$ cat config.mk
export PLATFORM = sky130hd
export DESIGN_NAME = trdb_filter_cfg
export DESIGN_NICKNAME = d
export VERILOG_FILES = /design/src/rtl/trdb_filter_cfg.sv
export SDC_FILE = /design/constraint.sdc
export NUM_CORES = 1
export LEC_CHECK = 0
export BUFFER_PORTS_ARGS = -buffer_cell sky130_fd_sc_hd__buf_4
export CAP_MARGIN = 0
export CORE_MARGIN = 5
export CORE_UTILIZATION = 52
export CTS_CLUSTER_SIZE = 25
export DETAILED_ROUTE_END_ITERATION = 16
export GPL_ROUTABILITY_DRIVEN = 0
export PLACE_DENSITY = 0.87
export SLEW_MARGIN = 20
export SYNTH_ARGS = -nofsm -noshare
export SYNTH_HDL_FRONTEND = slang
export SYNTH_SLANG_ARGS = --single-unit
$ cat constraint.sdc
create_clock -name clk_i -period 3.04 [get_ports clk_i]
set_input_delay 0.76 -clock clk_i [delete_from_list [all_inputs] [get_ports clk_i]]
set_output_delay 0.76 -clock clk_i [all_outputs]
set_load 0.02 [all_outputs]
$ cat src/rtl/trdb_filter_cfg.sv
// APB register block for the trace encoder's instruction-qualification filter.
// Software writes a shadow copy; a commit copies it to the active copy at an encoder-granted packet boundary.
module trdb_filter_cfg #(
    parameter int XLEN      = 32,
    parameter int CAUSE_LEN = 5,
    parameter int APB_AW    = 8
) (
    input  logic                 clk_i,
    input  logic                 rst_ni,

    input  logic                 psel_i,
    input  logic                 penable_i,
    input  logic                 pwrite_i,
    input  logic [APB_AW-1:0]    paddr_i,
    input  logic [XLEN-1:0]      pwdata_i,
    output logic [XLEN-1:0]      prdata_o,
    output logic                 pready_o,
    output logic                 pslverr_o,

    input  logic                 commit_ok_i,
    output logic                 commit_pending_o,

    output logic                 cause_filter_o,
    output logic                 cause_range_mode_o,
    output logic                 cause_equal_mode_o,
    output logic                 tvec_filter_o,
    output logic                 tvec_range_mode_o,
    output logic                 tvec_equal_mode_o,
    output logic                 tval_filter_o,
    output logic                 tval_range_mode_o,
    output logic                 tval_equal_mode_o,
    output logic                 priv_lvl_filter_o,
    output logic                 priv_lvl_range_mode_o,
    output logic                 priv_lvl_equal_mode_o,
    output logic                 iaddr_filter_o,
    output logic                 iaddr_range_mode_o,
    output logic                 iaddr_equal_mode_o,

    output logic [CAUSE_LEN-1:0] upper_cause_o,
    output logic [CAUSE_LEN-1:0] lower_cause_o,
    output logic [CAUSE_LEN-1:0] match_cause_o,
    output logic [XLEN-1:2]      upper_tvec_o,
    output logic [XLEN-1:2]      lower_tvec_o,
    output logic [XLEN-1:2]      match_tvec_o,
    output logic [XLEN-1:0]      upper_tval_o,
    output logic [XLEN-1:0]      lower_tval_o,
    output logic [XLEN-1:0]      match_tval_o,
    output logic [XLEN-1:2]      upper_priv_lvl_o,
    output logic [XLEN-1:2]      lower_priv_lvl_o,
    output logic [XLEN-1:2]      match_priv_lvl_o,
    output logic [XLEN-1:2]      upper_iaddr_o,
    output logic [XLEN-1:2]      lower_iaddr_o,
    output logic [XLEN-1:2]      match_iaddr_o
);

    localparam int WORD_W = APB_AW - 2;
    localparam logic [WORD_W-1:0] WORD_COMMIT = WORD_W'(20);
    localparam logic [WORD_W-1:0] WORD_STATUS = WORD_W'(21);

    // ctrl[f] = {equal, range, enable}; f: cause, tvec, tval, priv_lvl, iaddr
    typedef struct packed {
        logic [4:0][2:0]      ctrl;
        logic [CAUSE_LEN-1:0] upper_cause, lower_cause, match_cause;
        logic [XLEN-1:2]      upper_tvec,  lower_tvec,  match_tvec;
        logic [XLEN-1:0]      upper_tval,  lower_tval,  match_tval;
        logic [XLEN-1:2]      upper_priv,  lower_priv,  match_priv;
        logic [XLEN-1:2]      upper_iaddr, lower_iaddr, match_iaddr;
    } cfg_t;

    cfg_t              r_shadow;
    cfg_t              r_active;
    cfg_t              w_shadow_nxt;
    logic              r_pending;
    logic [7:0]        r_count;

    logic [WORD_W-1:0] w_word;
    logic              w_aligned;
    logic              w_is_field;
    logic              w_is_commit;
    logic              w_is_status;
    logic              w_access;
    logic              w_err;
    logic              w_stall;
    logic              w_wr;
    logic              w_commit_req;
    logic              w_xfer;
    logic [XLEN-1:0]   w_rdata;

    function automatic logic [XLEN-1:0] ext_w(input logic [XLEN-1:2] v);
        return {v, 2'b00};
    endfunction

    function automatic logic [XLEN-1:0] ext_c(input logic [CAUSE_LEN-1:0] v);
        return {{(XLEN-CAUSE_LEN){1'b0}}, v};
    endfunction

    function automatic logic [XLEN-1:0] ext_ctrl(input logic [2:0] v);
        return {{(XLEN-3){1'b0}}, v};
    endfunction

    assign w_word      = paddr_i[APB_AW-1:2];
    assign w_aligned   = (paddr_i[1:0] == 2'b00);
    assign w_is_field  = (w_word < WORD_COMMIT);
    assign w_is_commit = (w_word == WORD_COMMIT);
    assign w_is_status = (w_word == WORD_STATUS);
    assign w_access    = psel_i & penable_i;

    assign w_err = w_access & (~w_aligned
                               | ~(w_is_field | w_is_commit | w_is_status)
                               | (pwrite_i & w_is_status));

    // A second commit cannot be queued behind an unapplied one, so the bus waits instead.
    assign w_stall      = w_access & pwrite_i & w_aligned & w_is_commit & r_pending;
    assign w_wr         = w_access & pwrite_i & ~w_err & ~w_stall;
    assign w_commit_req = w_wr & w_is_commit & pwdata_i[0];
    assign w_xfer       = r_pending & commit_ok_i;

    assign pready_o         = ~w_stall;
    assign pslverr_o        = w_err;
    assign prdata_o         = w_rdata;
    assign commit_pending_o = r_pending;

    // NOTE: every variable written here gets its default first, so no path can infer a latch.
    always_comb begin
        w_shadow_nxt = r_shadow;
        if (w_wr && w_is_field) begin
            case (w_word[4:0])
                5'd0:  w_shadow_nxt.ctrl[0]     = pwdata_i[2:0];
                5'd1:  w_shadow_nxt.upper_cause = pwdata_i[CAUSE_LEN-1:0];
                5'd2:  w_shadow_nxt.lower_cause = pwdata_i[CAUSE_LEN-1:0];
                5'd3:  w_shadow_nxt.match_cause = pwdata_i[CAUSE_LEN-1:0];
                5'd4:  w_shadow_nxt.ctrl[1]     = pwdata_i[2:0];
                5'd5:  w_shadow_nxt.upper_tvec  = pwdata_i[XLEN-1:2];
                5'd6:  w_shadow_nxt.lower_tvec  = pwdata_i[XLEN-1:2];
                5'd7:  w_shadow_nxt.match_tvec  = pwdata_i[XLEN-1:2];
                5'd8:  w_shadow_nxt.ctrl[2]     = pwdata_i[2:0];
                5'd9:  w_shadow_nxt.upper_tval  = pwdata_i;
                5'd10: w_shadow_nxt.lower_tval  = pwdata_i;
                5'd11: w_shadow_nxt.match_tval  = pwdata_i;
                5'd12: w_shadow_nxt.ctrl[3]     = pwdata_i[2:0];
                5'd13: w_shadow_nxt.upper_priv  = pwdata_i[XLEN-1:2];
                5'd14: w_shadow_nxt.lower_priv  = pwdata_i[XLEN-1:2];
                5'd15: w_shadow_nxt.match_priv  = pwdata_i[XLEN-1:2];
                5'd16: w_shadow_nxt.ctrl[4]     = pwdata_i[2:0];
                5'd17: w_shadow_nxt.upper_iaddr = pwdata_i[XLEN-1:2];
                5'd18: w_shadow_nxt.lower_iaddr = pwdata_i[XLEN-1:2];
                5'd19: w_shadow_nxt.match_iaddr = pwdata_i[XLEN-1:2];
                default: ;
            endcase
        end
    end

    always_comb begin
        w_rdata = '0;
        if (w_access && !pwrite_i && !w_err) begin
            if (w_is_status) begin
                w_rdata = {{(XLEN-16){1'b0}}, r_count, 7'b0, r_pending};
            end else if (w_is_field) begin
                case (w_word[4:0])
                    5'd0:  w_rdata = ext_ctrl(r_shadow.ctrl[0]);
                    5'd1:  w_rdata = ext_c(r_shadow.upper_cause);
                    5'd2:  w_rdata = ext_c(r_shadow.lower_cause);
                    5'd3:  w_rdata = ext_c(r_shadow.match_cause);
                    5'd4:  w_rdata = ext_ctrl(r_shadow.ctrl[1]);
                    5'd5:  w_rdata = ext_w(r_shadow.upper_tvec);
                    5'd6:  w_rdata = ext_w(r_shadow.lower_tvec);
                    5'd7:  w_rdata = ext_w(r_shadow.match_tvec);
                    5'd8:  w_rdata = ext_ctrl(r_shadow.ctrl[2]);
                    5'd9:  w_rdata = r_shadow.upper_tval;
                    5'd10: w_rdata = r_shadow.lower_tval;
                    5'd11: w_rdata = r_shadow.match_tval;
                    5'd12: w_rdata = ext_ctrl(r_shadow.ctrl[3]);
                    5'd13: w_rdata = ext_w(r_shadow.upper_priv);
                    5'd14: w_rdata = ext_w(r_shadow.lower_priv);
                    5'd15: w_rdata = ext_w(r_shadow.match_priv);
                    5'd16: w_rdata = ext_ctrl(r_shadow.ctrl[4]);
                    5'd17: w_rdata = ext_w(r_shadow.upper_iaddr);
                    5'd18: w_rdata = ext_w(r_shadow.lower_iaddr);
                    5'd19: w_rdata = ext_w(r_shadow.match_iaddr);
                    default: w_rdata = '0;
                endcase
            end
        end
    end

    // NOTE: non-blocking assignments let the active copy capture the pre-write shadow on a shared edge.
    always_ff @(posedge clk_i or negedge rst_ni) begin
        if (!rst_ni) begin
            r_shadow  <= '0;
            r_active  <= '0;
            r_pending <= 1'b0;
            r_count   <= 8'd0;
        end else begin
            r_shadow <= w_shadow_nxt;
            if (w_xfer) begin
                r_active <= r_shadow;
                r_count  <= r_count + 8'd1;
            end
            if (w_commit_req) begin
                r_pending <= 1'b1;
            end else if (w_xfer) begin
                r_pending <= 1'b0;
            end
        end
    end

    assign cause_filter_o        = r_active.ctrl[0][0];
    assign cause_range_mode_o    = r_active.ctrl[0][1];
    assign cause_equal_mode_o    = r_active.ctrl[0][2];
    assign tvec_filter_o         = r_active.ctrl[1][0];
    assign tvec_range_mode_o     = r_active.ctrl[1][1];
    assign tvec_equal_mode_o     = r_active.ctrl[1][2];
    assign tval_filter_o         = r_active.ctrl[2][0];
    assign tval_range_mode_o     = r_active.ctrl[2][1];
    assign tval_equal_mode_o     = r_active.ctrl[2][2];
    assign priv_lvl_filter_o     = r_active.ctrl[3][0];
    assign priv_lvl_range_mode_o = r_active.ctrl[3][1];
    assign priv_lvl_equal_mode_o = r_active.ctrl[3][2];
    assign iaddr_filter_o        = r_active.ctrl[4][0];
    assign iaddr_range_mode_o    = r_active.ctrl[4][1];
    assign iaddr_equal_mode_o    = r_active.ctrl[4][2];

    assign upper_cause_o    = r_active.upper_cause;
    assign lower_cause_o    = r_active.lower_cause;
    assign match_cause_o    = r_active.match_cause;
    assign upper_tvec_o     = r_active.upper_tvec;
    assign lower_tvec_o     = r_active.lower_tvec;
    assign match_tvec_o     = r_active.match_tvec;
    assign upper_tval_o     = r_active.upper_tval;
    assign lower_tval_o     = r_active.lower_tval;
    assign match_tval_o     = r_active.match_tval;
    assign upper_priv_lvl_o = r_active.upper_priv;
    assign lower_priv_lvl_o = r_active.lower_priv;
    assign match_priv_lvl_o = r_active.match_priv;
    assign upper_iaddr_o    = r_active.upper_iaddr;
    assign lower_iaddr_o    = r_active.lower_iaddr;
    assign match_iaddr_o    = r_active.match_iaddr;

endmodule

==> impl_metrics.py, run 1 <==
metrics = {
    "timing": {
        "setup_slack_ps": -474,
        "maxSlewHeadroom_pct": 55.5,
        "fin_crit_ps": 3510,
        "rsz0062_at_grt": "true",
        "fin_crit_sh_pct": 116,
        "drv_slew": 0,
        "hold_ws_ps": 77.3,
        "hold_violations": 0,
        "tns_ps": -9020,
        "finClkSkew_ps": 33.9,
        "timing.fmax_mhz": 285,
        "tightest_slew_ps": 667,
        "setup_violations": 32,
    },
    "global_routing": {
        "grt_use_met2_pct": 56.0,
        "grt_overflow": 0,
        "busiest_layer": "met2",
        "grt_util_all_layers_pct": 36.9,
        "grt_pass1_wl_microns": 189000,
        "antenna_found_initial": 7,
        "first_global_vias": 29200,
        "grtUsageMet3_pct": 13.5,
        "grt_start_max_net_pins": 112,
        "grt_use_met1_pct": 45.3,
    },
    "clock_network": {
        "clkSinkCount": 801,
        "hold_buffers": 0,
        "clkTransAtPathRegs_ps": 60,
        "clk_latency_ps": 670,
        "root_buffer": "clkbuf_16",
        "clockBufferDepth": 3,
        "htree_levels": 3,
        "cts_buffers": 79,
        "tritoncts": "built",
    },
    "yosys": {
        "syn_area_sq_um": 32900,
        "synth_fp_nets": 3074,
        "synth_compound_area_share_pct": 4.65,
        "ys_dominant_reg_cell": "dfrtp_1",
        "syn_inst": 3027,
        "yosys.area_share.simple_pct": 17.1,
        "synth_xor_area_share_pct": 0.186,
        "async_flop_share_pct": 100,
        "ys_ff_latch": 801,
        "synth-adder-area-share_pct": 0.0380,
        "synth.distinct_cells": 56,
        "ys_seq_area_share_pct": 60.9,
        "synth_edf_count": 0,
        "yosys_warnings": 0,
        "synth_top_family_by_area": "simple AND/OR/NAND/NOR gates",
        "synth_area_per_cell_sq_um": 10.9,
        "synth.area.mux_share_pct": 14.4,
    },
    "cells_and_area": {
        "fin_nets": 3697,
        "area_growth_pct": 34.0,
        "final_cell_area_sq_um": 44100,
        "layout-drive-gt1-share_pct": 39.0,
        "final_core_utilization_pct": 70.2,
    },
    "placement": {
        "hpwlAfterDp_microns": 83900,
        "dpl_cell_area_sq_um": 39200,
        "port_buffers": 476,
    },
    "setup_path": {
        "cpPeakStageDelay_ps": 250,
        "crit_top_cell": "buf_6",
        "cp-start-kind": "primary input",
        "crit_required_ps": 2280,
        "r2r_cells": 4,
        "r2r_slack_ps": 1090,
        "reg2reg_to": "upper_cause_o[0]",
        "critPathSlowestCell": "nand3b_1",
        "endpoint_kind": "primary output",
        "crit_family": "buffers and inverters",
        "cp_max_fo": 7,
        "critical_path_class": "primary input to primary output",
        "worst-path-buf-inv": 7,
        "worstPathArrival_ps": 2750,
        "path_cells": "buf_8, buf_12, buf_6, nand3b_1, buf_6, nor2_4, buf_6, a32o_1, a221oi_1, buf_4, a31oi_4, buf_6",
        "r2r-start": "commit_pending_o",
    },
    "power": {
        "peakVddDrop_uv": 381,
        "p_leak_nw": 23.8,
        "p_per_area_nw_per_um2": 510,
    },
    "outcome": {
        "violations": "negative setup slack",
        "status": "finished with violations",
    },
    "hold_path": {
        "worstHoldPathType": "primary input to async pin",
    },
    "floorplanning": {
        "core_sq_um": 62900,
        "row_count": 92,
        "dieWidth_microns": 262,
        "start_util_pct": 52.4,
        "ioPinCount": 477,
        "dieArea_sq_um": 68400,
        "die_y_microns": 262,
    },
    "detailed_routing": {
        "drt-pass1-iter-count": 7,
        "drtAntennaViolNets": 0,
        "avgViaCountPerCell": 6.34,
        "drt-total-wl_microns": 133000,
        "wl_per_cell_microns": 29.1,
        "drc": 0,
        "drtIter0Drc": 4522,
        "dr_total_vias": 28900,
    },
    "flow_run": {
        "maxCapViolations": 0,
    },
}
cell families (layout without fill, tap and decap cells):
family / after synthesis / after routing
xor gates and xnor gates: 7 / 7
and+or+nand+nor: 1384 / 1384
other: 0 / 5
AOI/OAI and AO/OA: 200 / 200
buffers and inverters: 212 / 897
adders and majority gates: 1 / 1
muxes: 422 / 422
DFF: 801 / 801
how the worst max path moves through the flow:
stage	from	endpoint	slack (ps)	depth (start not counted)
4_1_cts	paddr_i[5]	prdata_o[20]	-270	10
6_report	paddr_i[6]	prdata_o[4]	-470	12
2_1_floorplan	paddr_i[3]	prdata_o[0]	-50	6
3_3_place_gp	paddr_i[3]	prdata_o[22]	-680	9
5_1_grt	paddr_i[6]	prdata_o[4]	-450	12
3_5_place_dp	paddr_i[5]	prdata_o[22]	-700	9
through the flow:
step                worst slack, ps  total power [mW]  std cells
CTS                            -270              22.3       4539
global placement               -683              11.6       4346
floorplan                     -49.9              11.1       3027
finish                         -474              22.5       4563
detailed placement             -696              11.6       4346
global route                   -455              22.9       4560
layout by cell type (no fill, tap or decap), types with 13 or more instances in the layout:
cell type	Yosys	final
bufinv_16	0	14
clkbuf_16	0	83
clkbuf_8	0	14
a31oi_4	0	18
buf_12	0	65
buf_4	2	597
mux2_2	403	402
nand2_1	1221	1206
buf_6	1	75
a22oi_2	0	32
dfrtp_1	801	801
a22oi_1	111	79
nand2_2	0	13
nand3_1	22	18
and3_1	59	46
area by class of cell:
type / instances / area (sq um)
clock buffer: 105 / 2240
tap: 846 / 1060
antenna: 5 / 12.5
multi-input combinational: 2014 / 13200
sequential: 801 / 20000
inverter: 2 / 11.3
timing repair buffer: 752 / 6930
fill: 3936 / 18800
clock inverter: 38 / 596
registers in the layout (all words and copies together), names as in the netlist, 30 cells and up:
name,flops
upper_iaddr_o,30
match_priv_lvl_o,30
upper_tvec_o,30
match_tvec_o,30
r_shadow,396
lower_iaddr_o,30
lower_priv_lvl_o,30
upper_priv_lvl_o,30
upper_tval_o,32
lower_tval_o,32
match_iaddr_o,30
lower_tvec_o,30
match_tval_o,32
layer usage:
| layer | share of wire, % | wire length [microns] | vias to the layer above |
|---|---|---|---|
| met5 | 0.011 | 15 | - |
| li1 | - | - | 11400 |
| met4 | 8.3 | 11100 | 2 |
| met1 | 33 | 44300 | 14200 |
| met2 | 45 | 59300 | 2557 |
| met3 | 14 | 18000 | 770 |
cell usage after synthesis, types with 4 or more instances:
master     number  area (sq um)
nor2b_1         5          31.3
a2111oi_0      15           131
mux2i_1        11           110
nor2_1         12          45.0
and4_1         12           105
nand4_1         6          37.5
a22o_1         10          87.6
a221oi_1        9          78.8
nor3_1          8          40.0
clkbuf_1      147           552
buf_2          57           285
nor4_1          4          25.0
a21oi_1         9          45.0
a222oi_1        9          90.1
and3_1         59           369
nand3_1        22           110
a31oi_1        19           119
xnor2_1         7          61.3
dfrtp_1       801         20000
mux2_2        403          4540
mux2_1          8          90.1
nand2_1      1221          4580
and2_1          6          37.5
a22oi_1       111           833
report_power, final:
group | switching (mW) | internal (mW) | leakage (nW) | total (mW)
sequential | 0.0572 | 10.7 | 11.2 | 10.8
clock | 4.46 | 6.40 | 1.38 | 10.9
combinational | 0.549 | 0.304 | 11.3 | 0.853
repair_timing:
| action | 4_1_cts | 5_1_grt |
|---|---|---|
| buffers inserted | 46 | 23 |
| endpoints found under the setup margin | 33 | 33 |
| pin swaps | 66 | 57 |
| cloned | 5 | 3 |
| gates resized for setup | 196 | 89 |
Note: power is estimated with default switching activity, not from simulation.
==> run 2, diff against run 1 <==
--- a/config.mk
+++ b/config.mk
@@ -7,12 +7,14 @@
 export LEC_CHECK = 0
 export BUFFER_PORTS_ARGS = -buffer_cell sky130_fd_sc_hd__buf_4
 export CAP_MARGIN = 0
+export CELL_PAD_IN_SITES_DETAIL_PLACEMENT = 1
+export CELL_PAD_IN_SITES_GLOBAL_PLACEMENT = 2
 export CORE_MARGIN = 5
-export CORE_UTILIZATION = 52
+export CORE_UTILIZATION = 34
 export CTS_CLUSTER_SIZE = 25
 export DETAILED_ROUTE_END_ITERATION = 16
 export GPL_ROUTABILITY_DRIVEN = 0
-export PLACE_DENSITY = 0.87
+export PLACE_DENSITY = 0.88
 export SLEW_MARGIN = 20
 export SYNTH_ARGS = -nofsm -noshare
 export SYNTH_HDL_FRONTEND = slang
==> impl_metrics.py, run 2 (synthesized netlist as in run 1, its figures left out) <==
metrics = {
    "timing": {
        "fin_crit_sh_pct": 117,
        "hold_violations": 0,
        "tns_ps": -10050,
        "fin_crit_ps": 3560,
        "finClkSkew_ps": 22.8,
        "drv_slew": 0,
        "maxSlewHeadroom_pct": 54.9,
        "setup_violations": 32,
        "timing.fmax_mhz": 281,
        "setup_slack_ps": -524,
        "rsz0062_at_grt": "true",
        "tightest_slew_ps": 676,
    },
    "setup_path": {
        "crit_required_ps": 2280,
        "critPathSlowestCell": "a222oi_1",
        "path_cells": "buf_12, buf_8, or3b_4, nor2_4, buf_12, buf_12, a222oi_1, nand4_1, a22o_4, buf_6",
        "endpoint_kind": "primary output",
        "cp_max_fo": 8,
        "crit_top_cell": "buf_12",
        "critical_path_class": "primary input to primary output",
        "cp-start-kind": "primary input",
        "cpPeakStageDelay_ps": 410,
        "worstPathArrival_ps": 2800,
    },
    "cells_and_area": {
        "fin_nets": 3736,
        "layout-drive-gt1-share_pct": 39.5,
        "final_cell_mix": "nand2_1 (1206), dfrtp_1 (801), buf_4 (612), mux2_2 (403), clkbuf_16 (93)",
        "largest-register": "r_shadow",
        "area_growth_pct": 37.2,
        "largest_reg_flops": 396,
        "final_common_cell": "nand2_1",
        "n_fill_cell": 10300,
        "final_cell_area_sq_um": 45200,
    },
    "clock_network": {
        "clkTransAtPathRegs_ps": 60,
        "cts_buffers": 87,
        "clkSinkCount": 801,
        "tritoncts": "built",
        "clockBufferDepth": 3,
        "htree_levels": 3,
        "root_buffer": "clkbuf_16",
        "clk_latency_ps": 660,
    },
    "detailed_routing": {
        "drc": 0,
        "avgViaCountPerCell": 5.44,
        "wl_per_cell_microns": 28.7,
        "drt-pass1-iter-count": 5,
        "drtIter0Drc": 2456,
        "drtAntennaViolNets": 0,
        "dr_total_vias": 27400,
        "drt-total-wl_microns": 145000,
    },
    "floorplanning": {
        "dieWidth_microns": 321,
        "start_util_pct": 34.1,
        "ioPinCount": 477,
        "row_count": 114,
        "core_sq_um": 96400,
        "die_y_microns": 321,
        "dieArea_sq_um": 103000,
    },
    "hold_path": {
        "worstHoldPathType": "primary input to flip-flop",
    },
    "flow_run": {
        "maxCapViolations": 0,
    },
    "global_routing": {
        "grt_pass1_wl_microns": 207000,
        "grt_util_all_layers_pct": 27.0,
        "grt_use_met2_pct": 43.6,
        "first_global_vias": 29000,
        "grt_start_max_net_pins": 92,
        "grt_use_met1_pct": 33.9,
        "grt_overflow": 0,
        "antenna_found_initial": 9,
        "grtUsageMet3_pct": 6.97,
        "busiest_layer": "met2",
    },
    "placement": {
        "port_buffers": 476,
        "hpwlAfterDp_microns": 100000,
        "post-place-ws_ps": -555,
        "dpl_cell_area_sq_um": 40300,
    },
    "power": {
        "peakVddDrop_uv": 410,
        "p_total_mw": 22.9,
        "p_per_area_nw_per_um2": 507,
        "p_leak_nw": 24.1,
    },
    "outcome": {
        "status": "finished with violations",
        "violations": "negative setup slack",
    },
}
## run 2: final cells by class
type	count	area (sq um)	area share (%)
Timing Repair Buffer	782	7380	16.3
Inverter	2	7.51	0.0166
Tap cell	1276	1600	3.54
Multi-Input combinational cell	2015	13100	29.0
Antenna cell	6	15.0	0.0333
Clock inverter	30	432	0.956
Clock buffer	125	2560	5.68
Sequential cell	801	20000	44.4
## run 2: path summary, 6_finish.rpt
path | from | to | slack (ps) | cells past startpoint
worst min-delay path | commit_ok_i | commit_pending_o | 340 | 2
worst max register to register | commit_pending_o | upper_tvec_o[4] | 1120 | 4
min in group asynchronous | rst_ni | upper_tvec_o[5] | 580 | 2
worst min register to register | match_tvec_o[20] | match_tvec_o[20] | 480 | 2
max in group asynchronous | rst_ni | r_shadow[25] | 1410 | 4
worst max-delay path | paddr_i[3] | prdata_o[13] | -520 | 10
## run 2: power by group
group	leakage (nW)	switching, mW	total [mW]	internal [mW]
clock	1.48	4.53	11.2	6.71
sequential	11.2	0.0597	10.8	10.7
combinational	11.5	0.567	0.887	0.320
## run 2: metrics by stage
| stage | util, % | hold slack, ps | cells |
|---|---|---|---|
| floorplan | - | 446 | 3027 |
| global placement | 41.8 | 461 | 4809 |
| detailed placement | 41.8 | 464 | 4809 |
| CTS | 46.4 | 319 | 5013 |
| global route | 46.8 | 334 | 5034 |
| finish | 46.8 | 341 | 5037 |
## run 2: timing repair
item | 4_1_cts | 5_1_grt
gates resized for setup | 205 | 58
hold endpoints to repair | 25 | 0
gates cloned | 8 | 3
hold buffers | 1 | 0
setup endpoints to repair | 34 | 34
pin swaps | 78 | 54
setup buffers | 44 | 27
## run 2: routing by layer
| metal | up-vias | routed length, microns |
|---|---|---|
| met5 | - | 27 |
| li1 | 11500 | - |
| met3 | 330 | 11600 |
| met1 | 14400 | 56700 |
| met2 | 1233 | 68200 |
| met4 | 4 | 7930 |
## run 2: worst max-delay path, delay by kind of cell
| family | cells | cell delay [ps] |
|---|---|---|
| and+or+nand+nor | 3 | 650 |
| buffers and inverters | 5 | 640 |
| AOI/OAI and AO/OA | 2 | 730 |
